[src/rtl/axi_rd_arbiter.sv]
// axi_rd_arbiter: round-robin sharing of one AXI read-master user port between two requesters,
// with beat routing to the owner, beat counting and a per-transaction watchdog.
module axi_rd_arbiter #(
   parameter int ADDR_WIDTH = 26,
   parameter int DATA_WIDTH = 32,
   parameter int TIMEOUT_CYCLES = 4096
) (
   input  logic                  clk,
   input  logic                  rst,
   input  logic                  req0_valid,
   input  logic [ADDR_WIDTH-1:0] req0_addr,
   input  logic [7:0]            req0_len,
   output logic                  req0_ack,
   output logic                  req0_done,
   output logic [DATA_WIDTH-1:0] req0_data,
   output logic                  req0_data_en,
   input  logic                  req1_valid,
   input  logic [ADDR_WIDTH-1:0] req1_addr,
   input  logic [7:0]            req1_len,
   output logic                  req1_ack,
   output logic                  req1_done,
   output logic [DATA_WIDTH-1:0] req1_data,
   output logic                  req1_data_en,
   output logic                  m_rd_trig,
   output logic [ADDR_WIDTH-1:0] m_rd_addr,
   output logic [7:0]            m_rd_len,
   input  logic                  m_rd_ready,
   input  logic                  m_rd_done,
   input  logic [DATA_WIDTH-1:0] m_rd_data,
   input  logic                  m_rd_data_en,
   output logic                  busy,
   output logic                  len_err,
   output logic                  cnt_err,
   output logic                  timeout
);
   localparam int WW = $clog2(TIMEOUT_CYCLES);
   typedef enum logic [1:0] {IDLE, ISSUE, WAIT, FIN} state_t;
   state_t state;
   logic grant, last_grant, start, win, rx;
   logic [7:0] beats, sel_len;
   logic [WW-1:0] wd;
   assign start = state == IDLE && m_rd_ready && (req0_valid || req1_valid);
   // on contention the requester that did not win last goes next
   assign win = req1_valid && (!req0_valid || !last_grant);
   assign sel_len = win ? req1_len : req0_len;
   assign req0_ack = start && !win;
   assign req1_ack = start && win;
   assign rx = state == WAIT || state == FIN;
   assign req0_data = m_rd_data;
   assign req1_data = m_rd_data;
   assign req0_data_en = m_rd_data_en && rx && !grant;
   assign req1_data_en = m_rd_data_en && rx && grant;
   always_ff @(posedge clk) begin
      if (rst) begin
         state <= IDLE;
         grant <= 1'b0;
         last_grant <= 1'b1;
         beats <= '0;
         wd <= '0;
         m_rd_trig <= 1'b0;
         m_rd_addr <= '0;
         m_rd_len <= '0;
         req0_done <= 1'b0;
         req1_done <= 1'b0;
         busy <= 1'b0;
         len_err <= 1'b0;
         cnt_err <= 1'b0;
         timeout <= 1'b0;
      end else begin
         m_rd_trig <= 1'b0;
         req0_done <= 1'b0;
         req1_done <= 1'b0;
         case (state)
            IDLE: if (start) begin
               grant <= win;
               m_rd_addr <= win ? req1_addr : req0_addr;
               m_rd_len <= sel_len;
               busy <= 1'b1;
               if (sel_len == 8'd0) begin
                  len_err <= 1'b1;
                  state <= FIN;
               end else begin
                  m_rd_trig <= 1'b1;
                  state <= ISSUE;
               end
            end
            ISSUE: begin
               beats <= '0;
               wd <= '0;
               state <= WAIT;
            end
            WAIT: begin
               beats <= beats + 8'(m_rd_data_en);
               if (m_rd_done) begin
                  // the beat arriving alongside done still belongs to this transaction
                  if (9'(beats) + 9'(m_rd_data_en) != 9'(m_rd_len)) cnt_err <= 1'b1;
                  state <= FIN;
               end else if (wd == WW'(TIMEOUT_CYCLES - 1)) begin
                  timeout <= 1'b1;
                  state <= FIN;
               end else wd <= wd + 1'b1;
            end
            FIN: begin
               req0_done <= !grant;
               req1_done <= grant;
               last_grant <= grant;
               busy <= 1'b0;
               state <= IDLE;
            end
            default: state <= IDLE;
         endcase
      end
   end
endmodule

[config.mk]
export PLATFORM = sky130hd
export DESIGN_NAME = axi_rd_arbiter
export DESIGN_NICKNAME = d
export VERILOG_FILES = /design/src/rtl/axi_rd_arbiter.sv
export SDC_FILE = /design/constraint.sdc
export NUM_CORES = 1
export LEC_CHECK = 0
export CAP_MARGIN = 20
export CORE_ASPECT_RATIO = 1.5
export CORE_MARGIN = 8
export CORE_UTILIZATION = 39
export CTS_BUF_LIST = sky130_fd_sc_hd__clkbuf_8
export CTS_CLUSTER_DIAMETER = 80
export DETAILED_ROUTE_END_ITERATION = 8
export PLACE_DENSITY = 0.87
export RECOVER_POWER = 25
export SYNTH_ARGS = -nofsm -noshare
export SYNTH_HDL_FRONTEND = slang
export SYNTH_SLANG_ARGS = --single-unit
export TNS_END_PERCENT = 5
[constraint.sdc]
create_clock -name clk -period 2.6 [get_ports clk]
set_clock_uncertainty 0.05 [all_clocks]
set_input_delay 0.26 -clock clk [delete_from_list [all_inputs] [get_ports clk]]
set_output_delay 0.26 -clock clk [all_outputs]
set_load 0.01 [all_outputs]
==> flow_summary.rst <==
.. list-table::
   :header-rows: 1

   * - Metric
     - Value
   * - Met3 Track Usage GR
     - 0.0597
   * - Detailed Route Iter0 Violations
     - 292
   * - Final net count
     - 581
   * - Port bufs
     - 119
   * - Time the worst path needs with I/O delays and setup
     - 2.24 ns
   * - Total congestion overflow after global routing
     - 0
   * - Vias per inst
     - 5.71
   * - Total wirelength of the detailed-routed design
     - 10900 um
   * - Maximum fanout along the worst path
     - 6
   * - Cells after synthesis
     - 419
   * - Layout overhead on the synthesized area
     - 30.1%
   * - Critical path's largest stage delay
     - 0.54 ns
   * - Worst max-slew margin expressed relative to the limit
     - 0.601
   * - Post-CTS repair timing setup buffer count
     - 0
   * - Horizontal die dimension
     - 94.3 um
   * - Initial cell density of the core
     - 0.395
   * - Routability cong.
     - 0.920
   * - Pin count of the biggest net entering global routing
     - 31
   * - Minimum setup slack after placement
     - 0.0174 ns
   * - Clk pin slew, worst setup/hold paths
     - 0.07 ns
   * - Count of standard-cell rows
     - 43
   * - Met1 track demand over resource
     - 0.164
   * - R2R Setup Slk
     - 0.44 ns
   * - Clock root buffer
     - sky130_fd_sc_hd__clkbuf_8
   * - Run status
     - complete, no violations
   * - Kind of launch point of the worst setup path
     - primary input
   * - Average cell area after synthesis
     - 8.56 um2
   * - Worst hold margin
     - 0.347 ns
   * - Antenna violations before repair
     - 0
   * - Nets in the synthesized netlist
     - 533
   * - Fraction of registers with async set/reset
     - 0
   * - Met2 track demand over resource
     - 0.281
   * - Maxcap violations
     - 0
   * - CTS H-tree lvls
     - 3
   * - Maximum clock rate
     - 447 MHz
   * - Kind of end point of the critical path
     - flip-flop
   * - Post-synthesis instance area
     - 0.00359 mm2
   * - Global-route wire length before repair
     - 17100 um
   * - Critical setup path kind
     - in -> reg
   * - Non-Filler Instances
     - 584
   * - Clk_lat worst skew
     - 0.35 ns
   * - Count of endpoints failing hold in the final timing report
     - 0
   * - Fraction of the core area covered by cells at the end of the flow
     - 0.513
   * - Fraction of layout cells with a size suffix above 1
     - 0.0742
   * - Number of placed instances, taps included
     - 568
   * - Maximum number of buffers from clock root to sink
     - 2
   * - Top Usage Layer GRT
     - met2
   * - Number of antenna diodes
     - 0
   * - CP delay by family, top
     - compound AO/OA/AOI/OAI gates
   * - Post-synth EDFFs
     - 0
   * - Number of warning messages in the yosys log
     - 0
   * - Hold buffer count at cts
     - 0
   * - CP cell instances
     - clkdlybuf4s50_1, ha_1, and3_1, nand3_1, a2111oi_0, and4b_1, a311oi_1
   * - Power Density
     - 790 mW/mm2
   * - Vias in the first global route
     - 3457
   * - Cell area reported after detailed placement
     - 0.00439 mm2
   * - Drt wl/cell
     - 18.6 um
   * - Synthesis-stage register bit count
     - 65
   * - # clock sinks
     - 65
   * - Remaining antenna violation count after routing
     - 0
   * - Post-Route Setup TNS
     - 0 ns
   * - Slowest cell on crit path
     - sky130_fd_sc_hd__clkdlybuf4s50_1
   * - Total routing usage reported by global routing
     - 0.172
   * - I/O pin cnt
     - 216
   * - Number of design rule violations left after detail routing
     - 0
   * - Yosys cell types
     - 51
   * - Total CTS buffers
     - 9
   * - LEAKAGE
     - 1.67 nW
   * - Pre-Repair DR Iteration Count
     - 6
   * - Number of failing setup endpoints in the final timing report
     - 0
   * - Top flip-flop cell by instance count after synthesis
     - sky130_fd_sc_hd__dfxtp_1
   * - Register area share after synthesis
     - 0.363
   * - Buffer and inverter count on the worst path
     - 1
   * - Data arrival time at the worst-slack endpoint
     - 2.45 ns
   * - Worst Tran Pin Value
     - 0.599 ns
   * - Worst path setup slack after routing
     - 0.364 ns
   * - Final Power
     - 3.69 mW
   * - Maximum resistive drop on vdd
     - 0.507 mV
   * - Floorplan core area
     - 0.00909 mm2
   * - Gates resized, CTS repair
     - 0
   * - Post-DP HPWL
     - 8240 um
   * - Unrepaired setup endpoints after global routing
     - no
   * - Worst hold path type
     - in -> reg
   * - Clock tree from TritonCTS
     - built
   * - Final slew viol count
     - 0
   * - Cell area after layout
     - 0.00467 mm2
   * - Vertical die dimension
     - 133 um
   * - Critical path data required time
     - 2.81 ns
   * - Part of the cycle the worst path needs
     - 0.860
   * - Die ar.
     - 0.0126 mm2
   * - Total vias in the final route
     - 3334
[registers in the layout (all words and copies together) (netlist names)]
register / cells
m_rd_addr: 26
wd: 12
beats: 8
m_rd_len: 8
state: 2
busy: 1
cnt_err: 1
grant: 1
last_grant: 1
len_err: 1
m_rd_trig: 1
req0_done: 1
req1_done: 1
timeout: 1
[area by class of cell]
cell class                      instances  area, um2
Clock inverter                          5        125
Tap cell                              112        140
Inverter                                8       30.0
Sequential cell                        65       1300
Clock buffer                           11        151
Fill cell                             805       4430
Multi-Input combinational cell        256       1670
Timing Repair Buffer                  127       1250
[synthesized netlist by cell type, types with 2 or more instances]
library cell | number | area share
sky130_fd_sc_hd__dfxtp_1 | 65 | 0.36
sky130_fd_sc_hd__nor2_1 | 65 | 0.068
sky130_fd_sc_hd__buf_4 | 64 | 0.13
sky130_fd_sc_hd__a222oi_1 | 26 | 0.073
sky130_fd_sc_hd__a21oi_1 | 22 | 0.031
sky130_fd_sc_hd__clkbuf_1 | 18 | 0.019
sky130_fd_sc_hd__a211oi_1 | 13 | 0.027
sky130_fd_sc_hd__nand2_1 | 12 | 0.013
sky130_fd_sc_hd__nand3_1 | 12 | 0.017
sky130_fd_sc_hd__nor3_1 | 12 | 0.017
sky130_fd_sc_hd__xnor2_1 | 12 | 0.029
sky130_fd_sc_hd__inv_1 | 8 | 0.0084
sky130_fd_sc_hd__mux2i_1 | 8 | 0.022
sky130_fd_sc_hd__nand4_1 | 8 | 0.014
sky130_fd_sc_hd__o21ai_0 | 8 | 0.011
sky130_fd_sc_hd__buf_2 | 7 | 0.0098
sky130_fd_sc_hd__ha_1 | 7 | 0.024
sky130_fd_sc_hd__nor4_1 | 5 | 0.0087
sky130_fd_sc_hd__o31ai_1 | 4 | 0.0084
sky130_fd_sc_hd__xor2_1 | 4 | 0.0098
sky130_fd_sc_hd__and3_1 | 3 | 0.0052
sky130_fd_sc_hd__a21bo_2 | 2 | 0.0056
sky130_fd_sc_hd__a21o_1 | 2 | 0.0042
sky130_fd_sc_hd__a31oi_1 | 2 | 0.0035
sky130_fd_sc_hd__and4_4 | 2 | 0.0063
sky130_fd_sc_hd__nand2b_1 | 2 | 0.0035
sky130_fd_sc_hd__o211ai_1 | 2 | 0.0042
[metal layers]
layer / routed length (um) / part of all wire
met5: 0 / 0
met4: 729 / 0.067
met3: 1020 / 0.094
met2: 5320 / 0.49
met1: 3780 / 0.35
[layout by cell type, fill, tap and decap left out, types with 2 or more instances in the layout]
master,instances
sky130_fd_sc_hd__a211oi_1,13
sky130_fd_sc_hd__a21bo_2,2
sky130_fd_sc_hd__a21o_1,2
sky130_fd_sc_hd__a21oi_1,21
sky130_fd_sc_hd__a222oi_1,26
sky130_fd_sc_hd__a31oi_1,2
sky130_fd_sc_hd__and3_1,3
sky130_fd_sc_hd__and4_4,2
sky130_fd_sc_hd__buf_4,8
sky130_fd_sc_hd__bufinv_16,4
sky130_fd_sc_hd__clkbuf_8,11
sky130_fd_sc_hd__clkdlybuf4s50_1,118
sky130_fd_sc_hd__dfxtp_1,65
sky130_fd_sc_hd__ha_1,7
sky130_fd_sc_hd__inv_1,8
sky130_fd_sc_hd__mux2i_1,8
sky130_fd_sc_hd__nand2_1,12
sky130_fd_sc_hd__nand2b_1,2
sky130_fd_sc_hd__nand3_1,12
sky130_fd_sc_hd__nand4_1,8
sky130_fd_sc_hd__nor2_1,65
sky130_fd_sc_hd__nor3_1,12
sky130_fd_sc_hd__nor4_1,5
sky130_fd_sc_hd__o211ai_1,2
sky130_fd_sc_hd__o21ai_0,8
sky130_fd_sc_hd__o31ai_1,4
sky130_fd_sc_hd__xnor2_1,12
sky130_fd_sc_hd__xor2_1,4
[worst register-to-register path, delay by kind of cell (launching register included)]
| family | cells | cell delay, ns |
|---|---|---|
| AND/OR/NAND/NOR | 3 | 0.66 |
| adder cells (fa/ha/maj) | 1 | 0.29 |
| flip-flops | 1 | 0.38 |
| AO/OA/AOI/OAI | 2 | 0.70 |
[report_power, final]
group	internal (mW)	switching, mW	total [mW]
clock	0.785	0.386	1.17
combinational	0.633	0.658	1.29
sequential	1.13	0.100	1.23
[cell families (layout without fill, tap and decap cells)]
kind of cell	Yosys count	after routing	share of synthesized area
buffers and inverters	98	151	0.172
muxes	8	8	0.0223
AOI/OAI and AO/OA	96	96	0.210
and+or+nand+nor	129	129	0.170
DFF	65	65	0.363
xor gates and xnor gates	16	16	0.0391
adders and majority gates	7	7	0.0244
[path summary, 6_finish.rpt]
path / to / cells after the start / startpoint
worst max-delay path: cnt_err$_SDFFE_PP0P_ / 7 / m_rd_data_en
worst min-delay path: wd[0]$_SDFFE_PP0P_ / 2 / rst
worst max register to register: cnt_err$_SDFFE_PP0P_ / 6 / beats[0]$_SDFFE_PP0P_
worst min register to register: len_err$_SDFFE_PP0P_ / 2 / len_err$_SDFFE_PP0P_
No activity file was read; power rests on OpenSTA's default activity.
